$ cat config.mk
export PLATFORM = sky130hd
export DESIGN_NAME = pulse_tx_flat
export DESIGN_NICKNAME = d
export VERILOG_FILES = /design/src/rtl/pulse_tx_if.sv /design/src/rtl/pulse_tx.sv /design/src/flat_wrapper.sv
export SDC_FILE = /design/constraint.sdc
export NUM_CORES = 1
export LEC_CHECK = 0
export BUFFER_PORTS_ARGS = -buffer_cell sky130_fd_sc_hd__buf_4
export CAP_MARGIN = 10
export CELL_PAD_IN_SITES_DETAIL_PLACEMENT = 0
export CELL_PAD_IN_SITES_GLOBAL_PLACEMENT = 1
export CORE_MARGIN = 2
export CORE_UTILIZATION = 40
export CTS_CLUSTER_DIAMETER = 200
export DETAILED_ROUTE_END_ITERATION = 16
export GPL_ROUTABILITY_DRIVEN = 0
export PLACE_DENSITY_LB_ADDON = 0.12
export SYNTH_ARGS = -nofsm -noshare
export SYNTH_HDL_FRONTEND = slang
export SYNTH_SLANG_ARGS = --single-unit
$ cat constraint.sdc
create_clock -name clk -period 2.1 [get_ports clk]
set_input_delay 0.42 -clock clk [delete_from_list [all_inputs] [get_ports clk]]
set_output_delay 0.42 -clock clk [all_outputs]
set_load 0.02 [all_outputs]
$ cat src/rtl/pulse_tx_if.sv
// Symbol request and pulse-line status bundle between a symbol source and pulse_tx.
// master = symbol source, slave = pulse_tx.
interface pulse_tx_if;
    logic       s1;
    logic       s0;
    logic       valid;
    logic       ready;
    logic       out;
    logic       busy;
    logic       done;
    logic [3:0] frame_cnt;

    modport master (
        output s1, s0, valid,
        input  ready, out, busy, done, frame_cnt
    );

    modport slave (
        input  s1, s0, valid,
        output ready, out, busy, done, frame_cnt
    );
endinterface

$ cat src/rtl/pulse_tx.sv
// Pulse-width symbol transmitter: symbol N becomes a low pulse of N+1 cycles on an
// idle-high line, followed by GAP forced-high cycles and a one-cycle done strobe.
//
// state    | meaning
// ST_IDLE  | line high, ready for a symbol; done may be high in the first IDLE cycle
// ST_PULSE | line low, cnt counts remaining low cycles down to 0
// ST_GAP   | line high, gcnt counts remaining gap cycles down to 0
module pulse_tx #(
    parameter int unsigned GAP = 2
) (
    input  logic       clk,
    input  logic       reset,
    pulse_tx_if.slave  bus
);

    typedef enum logic [1:0] {
        ST_IDLE  = 2'b00,
        ST_PULSE = 2'b01,
        ST_GAP   = 2'b10
    } state_t;

    localparam logic [2:0] GAP_LOAD = 3'(GAP - 1);

    state_t     state_q;
    logic [1:0] cnt_q;
    logic [2:0] gcnt_q;
    logic       out_q;
    logic       done_q;
    logic [3:0] frame_cnt_q;
    logic [3:0] frame_cnt_d;

    // Modulo-16 frame counter wraps silently.
    assign frame_cnt_d = frame_cnt_q + 4'd1;

    always_ff @(posedge clk) begin
        if (reset) begin
            state_q     <= ST_IDLE;
            cnt_q       <= 2'd0;
            gcnt_q      <= 3'd0;
            out_q       <= 1'b1;
            done_q      <= 1'b0;
            frame_cnt_q <= 4'd0;
        end else begin
            done_q <= 1'b0;
            case (state_q)
                ST_IDLE: begin
                    out_q <= 1'b1;
                    if (bus.valid) begin
                        cnt_q   <= {bus.s1, bus.s0};
                        state_q <= ST_PULSE;
                        out_q   <= 1'b0;
                    end
                end
                ST_PULSE: begin
                    if (cnt_q == 2'd0) begin
                        state_q <= ST_GAP;
                        gcnt_q  <= GAP_LOAD;
                        out_q   <= 1'b1;
                    end else begin
                        cnt_q <= cnt_q - 2'd1;
                        out_q <= 1'b0;
                    end
                end
                ST_GAP: begin
                    out_q <= 1'b1;
                    if (gcnt_q == 3'd0) begin
                        state_q     <= ST_IDLE;
                        done_q      <= 1'b1;
                        frame_cnt_q <= frame_cnt_d;
                    end else begin
                        gcnt_q <= gcnt_q - 3'd1;
                    end
                end
                default: begin
                    state_q <= ST_IDLE;
                    out_q   <= 1'b1;
                end
            endcase
        end
    end

    assign bus.ready     = (state_q == ST_IDLE);
    assign bus.busy      = (state_q != ST_IDLE);
    assign bus.out       = out_q;
    assign bus.done      = done_q;
    assign bus.frame_cnt = frame_cnt_q;

endmodule

$ cat src/flat_wrapper.sv
// flat-port wrapper written by rule: the top's interface ports become plain ports
module pulse_tx_flat 
#(
    parameter int unsigned GAP = 2
)
  (clk, reset, bus_s1, bus_s0, bus_valid, bus_ready, bus_out, bus_busy, bus_done, bus_frame_cnt);
  pulse_tx_if bus_i ();
  input  logic clk;
  input  logic reset;
  input wire logic [$bits(bus_i.s1)-1:0] bus_s1;
  input wire logic [$bits(bus_i.s0)-1:0] bus_s0;
  input wire logic [$bits(bus_i.valid)-1:0] bus_valid;
  output wire logic [$bits(bus_i.ready)-1:0] bus_ready;
  output wire logic [$bits(bus_i.out)-1:0] bus_out;
  output wire logic [$bits(bus_i.busy)-1:0] bus_busy;
  output wire logic [$bits(bus_i.done)-1:0] bus_done;
  output wire logic [$bits(bus_i.frame_cnt)-1:0] bus_frame_cnt;
  assign bus_i.s1 = bus_s1;
  assign bus_i.s0 = bus_s0;
  assign bus_i.valid = bus_valid;
  assign bus_ready = bus_i.ready;
  assign bus_out = bus_i.out;
  assign bus_busy = bus_i.busy;
  assign bus_done = bus_i.done;
  assign bus_frame_cnt = bus_i.frame_cnt;
  pulse_tx #(.GAP(GAP)) u_core (.clk(clk), .reset(reset), .bus(bus_i));
endmodule
==> results of run 1 <==
power breakdown:
| group | internal [mW] | leakage (nW) | switching [mW] |
|---|---|---|---|
| logic | 0.258 | 0.240 | 0.342 |
| registers | 0.310 | 0.106 | 0.0350 |
| clock network | 0.0736 | 0.0150 | 0.0858 |
| total | 0.641 | 0.361 | 0.462 |
layout make-up:
| class | instances | area, um2 | area share |
|---|---|---|---|
| inverter | 9 | 33.8 | 0.0390 |
| timing repair buffer | 12 | 90.1 | 0.104 |
| tap | 25 | 31.3 | 0.0361 |
| sequential | 13 | 260 | 0.301 |
| multi-input combinational | 54 | 424 | 0.490 |
| clock buffer | 4 | 26.3 | 0.0303 |
flip-flops by register name, summed over array words and instances, names as in the netlist:
| name | flops |
|---|---|
| u_core.bus.done | 1 |
| u_core.bus.frame_cnt | 4 |
| u_core.bus.out | 1 |
| u_core.cnt_q | 2 |
| u_core.gcnt_q | 3 |
| u_core.state_q | 2 |
logic make-up after synthesis:
group                      after synthesis  synth area share
DFF                                     13             0.354
xor gates and xnor gates                 2            0.0239
buffers and inverters                   11            0.0681
and+or+nand+nor                         24             0.199
muxes                                    1            0.0153
adders and majority gates                8             0.136
AOI/OAI and AO/OA                       19             0.203
synthesized netlist by cell type, drive strengths merged (2+ instances only):
cell / number
a21oi: 3
a221oi: 2
a311oi: 2
dfxtp: 13
ha: 8
inv: 9
nand2: 2
nand2b: 4
nand3: 2
nor2: 7
nor2b: 2
o211ai: 3
xor2: 2
worst max-delay path, delay by kind of cell (launching register included):
| family | cells | cell delay (ps) |
|---|---|---|
| buffers and inverters | 3 | 320 |
| DFF | 1 | 370 |
| adders and majority gates | 1 | 240 |
through the flow:
step | std cells | power [mW] | util
after detailed placement | 113 | 0.946 | 0.486
after global routing | 117 | 1.22 | 0.501
after global placement | 113 | 0.947 | 0.486
final | 117 | 1.10 | 0.501
after floorplan | 78 | 0.792 | -
after CTS | 117 | 1.11 | 0.501
how the worst min path moves through the flow:
stage                                   end  depth (start not counted)                    start  slack [ps]
CTS                 u_core.bus.frame_cnt[1]                          2                    reset         430
global placement    u_core.bus.frame_cnt[3]                          2  u_core.bus.frame_cnt[3]         480
detailed placement         u_core.gcnt_q[0]                          1         u_core.gcnt_q[0]         480
finish              u_core.bus.frame_cnt[1]                          2                    reset         440
floorplan                  u_core.gcnt_q[0]                          1         u_core.gcnt_q[0]         450
global route        u_core.bus.frame_cnt[3]                          2                    reset         440
layer usage:
layer	track usage	wire length, um	up-vias
li1	-	-	311
met1	0.238	745	275
met2	0.225	635	7
met3	0.0346	37	2
met4	0.100	12	0
met5	0	0	-
==> flow_summary.rst, run 1 <==
.. list-table::
   :header-rows: 1

   * - Metric
     - Value
   * - Startpoint of the worst setup timing path
     - u_core.state_q[0]
   * - Share of the synthesized area in the top cell type
     - 0.354
   * - Crit Path Category
     - flop to output pin
   * - First-pass detailed-route iteration total
     - 4
   * - Number of DRC markers after the initial detailed-route iteration
     - 7
   * - Critical Path Slowest Stage Cell
     - dfxtp_1
   * - Smallest hold slack
     - 437 ps
   * - Total Nets Final
     - 106
   * - Pin count of the biggest net entering global routing
     - 17
   * - Number of antenna violations at the first check in global routing
     - 0
   * - Post-synthesis average cell area
     - 9.42 um2
   * - Initial core utilization
     - 0.425
   * - Sequence of cells on the critical path
     - inv_1 > ha_1 > inv_1 > buf_4
   * - Most instantiated flip-flop cell in the synthesis netlist
     - dfxtp_1
   * - Wire length of the first global-routing pass
     - 2.54 mm
   * - Area growth from synthesis to final layout
     - 17.9%
   * - Routed via count divided by cell count
     - slightly above 5
   * - Startpoint types
     - flop
   * - Total of max-cap violations
     - 0
   * - Required time at the endpoint of the critical path
     - 1680 ps
   * - Cell count after synthesis
     - 78
   * - #FFs+latches synth
     - 13
   * - Clock network latency to the later pin of the worst-skew pair
     - 280 ps
   * - Total setup buffers inserted after CTS
     - 0
   * - Post-synth top area cell
     - dfxtp_1
   * - TNS Setup
     - 0 ps
   * - Maximum clock rate
     - 614 MHz
   * - R2r startpoint
     - u_core.state_q[1]
   * - Total inserted antenna cells
     - 0
   * - Vert. Die Dim
     - roughly 47 um
   * - Final-report max-slew violation count
     - 0
   * - Share of cells above drive strength 1
     - 0.207
   * - Post-Place Worst Slack
     - 559 ps
   * - Buffers from clock root to sink, at most
     - 2
   * - Transition at the pin with the smallest max-transition slack
     - a little over 400 ps
   * - Reg-to-reg critical path endpoint
     - u_core.cnt_q[1]
   * - CTS clk-pin slew, worst paths
     - 80 ps
   * - Netlist area before placement
     - 734 um2
   * - Total gr overflow
     - 0
   * - Clock tree root buffer cell
     - clkbuf_4
   * - Number of enable flip-flop cells after synthesis
     - 0
   * - Arr. time, crit path
     - 1210 ps
   * - Gr usage total
     - 0.166
   * - Post-CTS Hold Fix Bufs
     - 0
   * - Share of synthesized registers carrying an async set or reset
     - 0
   * - Average wire per standard cell
     - about 12 um
   * - Worst vdd ir
     - 0.720 mV
   * - Count of nets left with antenna violations after detail routing
     - 0
   * - Headroom to the max-slew limit
     - 0.720
   * - Most frequent cells in the layout
     - dfxtp_1 (13), buf_4 (12), inv_1 (9)
   * - Io pins
     - 13
   * - Net Count, Synth
     - 91
   * - Core outline area
     - 1730 um2
   * - Power density over cell area
     - 1270 nW/um2
   * - Number of remaining DRC errors
     - 0
   * - Worst-path fanout max
     - 4
   * - Setup violators final
     - 0
   * - Slack of the critical path
     - between 400 and 500 ps
   * - Seq/Total Area, Yosys
     - 0.354
   * - Final critical delay including setup and external delays
     - 1630 ps
   * - P_leak
     - between 0.3 and 0.4 nW
   * - Count of buffers from port buffering
     - 12
   * - Leading post-synthesis cells by cell area
     - dfxtp_1 (35%), ha_1 (14%), inv_1 (4.6%)
   * - RSZ-0062 raised after global routing
     - false
   * - Worst Hold Class
     - input port to flop
   * - Number of distinct library cells after synthesis
     - 32
   * - Inserted Clock Buffers
     - 3
   * - CTS tree
     - yes
   * - Delay contributed by the slowest stage of the critical path
     - approximately 370 ps
   * - Most common library cell in the layout ignoring fill and taps
     - dfxtp_1
   * - Synth warn
     - 0
   * - Worst setup endpoint
     - bus_busy
   * - Quantity of gates resized following cts
     - 0
   * - Fraction of the cycle the final worst path needs
     - 0.775
   * - Number of standard-cell rows in the floorplan
     - 15
   * - Final hold violation count
     - 0
   * - Instance area at placement
     - 840 um2
   * - Floorplan die width
     - 46.9 um
   * - Number of levels in the clock H-tree
     - 1
   * - Reg2Reg Setup Slack
     - 550 ps
   * - Total via count in the routed design
     - 595
   * - Placed wire-length estimate after detailed placement
     - approximately 1.0 mm
   * - Critical Path Most Common Cell
     - inv_1
   * - Number of cells traversed by the worst register-to-register path
     - 5
   * - Post-route design area
     - 866 um2
   * - Die Area
     - 2190 um2
   * - Element type at the critical path end
     - output pin
   * - Setup skew after layout
     - 1.73 ps
   * - Vias in the first global route
     - 561
   * - Routed wire length
     - 1.43 mm
   * - # clock sinks
     - 13
   * - FILL cells
     - 173
   * - Run status
     - finished clean
Note: power is estimated with default switching activity, not from simulation.
==> run 2: changes to the inputs <==
==> constraint.sdc (replaced) <==
create_clock -name clk -period 1.7 [get_ports clk]
set_input_delay 0.34 -clock clk [delete_from_list [all_inputs] [get_ports clk]]
set_output_delay 0.34 -clock clk [all_outputs]
set_load 0.02 [all_outputs]
==> run 2 against run 1 <==
First-iteration DRC count shrank 14%. Design area increased by 0.14%. Sequential power increased by 23%. Hold slack worse by 86 ps. Clock skew grew 0.89 ps. Critical endpoint unchanged. Highest routed layer unchanged.
==> flow_summary.rst, run 2 (synthesis gave the netlist of run 1 again) <==
.. list-table::
   :header-rows: 1

   * - Metric
     - Value
   * - Maximum clock rate
     - 644 MHz
   * - Placed insts
     - 113 (unchanged)
   * - Run status
     - finished clean
   * - # clock sinks
     - 13 (unchanged)
   * - FILL cells
     - 172 (-0.58%)
   * - Number of DRC markers after the initial detailed-route iteration
     - 6 (-1)
   * - CTS clk-pin slew, worst paths
     - 80 ps (about the same)
   * - Clock tree root buffer cell
     - clkbuf_4
   * - CTS tree
     - yes
   * - Sequential cell fraction of total power
     - 0.311 (about the same)
   * - Highest-utilization routing layer at the global route stage
     - met1
   * - Core outline area
     - 1730 um2 (unchanged)
   * - Pin count of the biggest net entering global routing
     - 17 (unchanged)
   * - Gr usage total
     - 0.166 (unchanged)
   * - Delay contributed by the slowest stage of the critical path
     - 370 ps (about the same)
   * - Io pins
     - 13 (unchanged)
   * - Vias in the first global route
     - 561 (unchanged)
   * - Switching pwr
     - 0.570 mW (+23%)
   * - First-pass detailed-route iteration total
     - 4 (unchanged)
   * - Transition at the pin with the smallest max-transition slack
     - 354 ps (-55.9 ps)
   * - Worst vdd ir
     - 0.893 mV (+24%)
   * - Fraction of the cycle the final worst path needs
     - 0.913
   * - Final hold violation count
     - 0 (unchanged)
   * - Total inserted antenna cells
     - 0 (unchanged)
   * - Setup skew after layout
     - 2.63 ps (+0.893 ps)
   * - Routed wire length
     - 1.40 mm (-2.1%)
   * - Buffers from clock root to sink, at most
     - 2 (unchanged)
   * - Count of buffers from port buffering
     - 12 (unchanged)
   * - Final-report max-slew violation count
     - 0 (unchanged)
   * - Count of nets left with antenna violations after detail routing
     - 0 (unchanged)
   * - Headroom to the max-slew limit
     - 0.764 (+0.0438)
   * - Vert. Die Dim
     - 46.9 um (unchanged)
   * - Flip-flop count of the largest register after layout
     - 4 (unchanged)
   * - Inserted Clock Buffers
     - 3 (unchanged)
   * - Slack of the critical path
     - 148 ps (-324 ps)
   * - Instance area at placement
     - 840 um2 (unchanged)
   * - Power density over cell area
     - 1570 nW/um2 (+23%)
   * - Element type at the critical path end
     - output pin
   * - Setup violators final
     - 0 (unchanged)
   * - Startpoint types
     - flop
   * - Crit Path Category
     - flop to output pin
   * - Share of cells above drive strength 1
     - 0.207 (unchanged)
   * - Number of levels in the clock H-tree
     - 1 (unchanged)
   * - Post-route design area
     - 867 um2 (+0.14%)
   * - Total via count in the routed design
     - 608 (+2.2%)
   * - Met1 capacity usage during global routing
     - 0.238 (unchanged)
   * - R2r startpoint
     - u_core.state_q[1]
   * - Final critical delay including setup and external delays
     - ~1600 ps
   * - Area growth from synthesis to final layout
     - 18.1%
   * - Worst Hold Class
     - input port to flop
   * - Most frequent cells in the layout
     - dfxtp_1 (13), buf_4 (12), inv_1 (9)
   * - Post-Place Worst Slack
     - 159 ps (-400 ps)
   * - Placed wire-length estimate after detailed placement
     - 1.03 mm (unchanged)
   * - RSZ-0062 raised after global routing
     - false
   * - Family with the most delay on the worst path
     - flip-flops
   * - Critical Path Slowest Stage Cell
     - dfxtp_1
   * - Floorplan die width
     - 46.9 um (unchanged)
   * - Global-route met2 utilization
     - 0.225 (unchanged)
   * - Layout Cells excl Fill
     - 117 (unchanged)
   * - Startpoint of the lowest-slack hold path
     - reset
   * - Clock network latency to the later pin of the worst-skew pair
     - 280 ps (about the same)
   * - Die Area
     - 2190 um2 (unchanged)
   * - Most common library cell in the layout ignoring fill and taps
     - dfxtp_1
   * - Worst-path fanout max
     - 4 (unchanged)
   * - Met3 capacity usage during global routing
     - 0.0346 (unchanged)
   * - Buffering stage count on the worst path with inverters included
     - 3 (unchanged)
   * - Number of standard-cell rows in the floorplan
     - 15 (unchanged)
   * - Sequence of cells on the critical path
     - inv_1 > ha_1 > inv_1 > buf_4
   * - Required time at the endpoint of the critical path
     - 1360 ps (-320 ps)
   * - Fraction of power consumed by combinational cells
     - 0.542 (about the same)
   * - TNS Setup
     - 0 ps (unchanged)
   * - Wire length of the first global-routing pass
     - 2.54 mm (unchanged)
   * - Number of antenna violations at the first check in global routing
     - 0 (unchanged)
   * - Clock network fraction of design power
     - 0.147 (+0.003)
   * - Number of remaining DRC errors
     - 0 (unchanged)
   * - Routed via count divided by cell count
     - 5.20 (+2.2%)
   * - Total Nets Final
     - 106 (unchanged)
   * - P_leak
     - 0.361 nW (about the same)
   * - Average wire per standard cell
     - 12.0 um (-2.1%)
   * - Sw frac
     - 0.418 (-0.00103)
   * - Initial core utilization
     - 0.425 (unchanged)
   * - Total of max-cap violations
     - 0 (unchanged)
   * - Startpoint of the worst setup timing path
     - u_core.state_q[0]
   * - Total gr overflow
     - 0 (unchanged)
   * - Arr. time, crit path
     - 1210 ps (about the same)
   * - P_int
     - 0.794 mW (+24%)
   * - Critical Path Most Common Cell
     - inv_1
==> run 2: cell counts in the layout (fill, tap and decap cells not counted) <==
No cell type changed its count.
==> run 2: worst paths after layout <==
kind / endpoint / slack (ps) / cells after the start
max: bus_busy / 150 / 4
min: u_core.bus.frame_cnt[1] / 350 / 2
max reg2reg: u_core.cnt_q[1] / 160 / 5
min reg2reg: u_core.bus.frame_cnt[3] / 490 / 2
==> run 2: area by class of cell <==
type | count | area (um2) | area share
sequential | 13 | 260 | 0.300
timing repair buffer | 12 | 90.1 | 0.104
inverter | 9 | 33.8 | 0.0390
clock buffer | 4 | 26.3 | 0.0303
tap | 25 | 31.3 | 0.0361
multi-input combinational | 54 | 425 | 0.491
==> run 2: stage by stage <==
stage	hold WS, ps	utilization	power, mW
after floorplan	445	-	0.979
after global placement	476	0.486	1.17
after detailed placement	475	0.486	1.17
after CTS	346	0.501	1.37
after global routing	358	0.502	1.51
final	351	0.502	1.36
==> run 2: power by group through the flow <==
stage | Combinational, mW | Clock (mW) | Sequential [mW]
finish | 0.740 | 0.200 | 0.425
global route | 0.845 | 0.227 | 0.438
CTS | 0.740 | 0.208 | 0.426
detailed placement | 0.736 | 0 | 0.433
global placement | 0.740 | 0 | 0.430
floorplan | 0.526 | 0 | 0.453
==> run 2: timing repair <==
action | 4_1_cts | 5_1_grt
hold buffers | 0 | 0
resized for setup | 0 | 1
endpoints found under the setup margin | 0 | 1
buffers inserted | 0 | 0
==> run 2: worst register-to-register path, cell delays in order (launching register included) <==
cell and delay (ps):
dfxtp_1 320, inv_1 120, ha_1 220, nor2b_1 270
a211o_1 180, mux2_2 330
==> run 2: per-layer routing <==
| layer | vias up | wire length (um) |
|---|---|---|
| met1 | 282 | 722 |
| met3 | 5 | 32 |
| li1 | 313 | - |
| met4 | 0 | 40 |
| met2 | 8 | 606 |
| met5 | - | 0 |
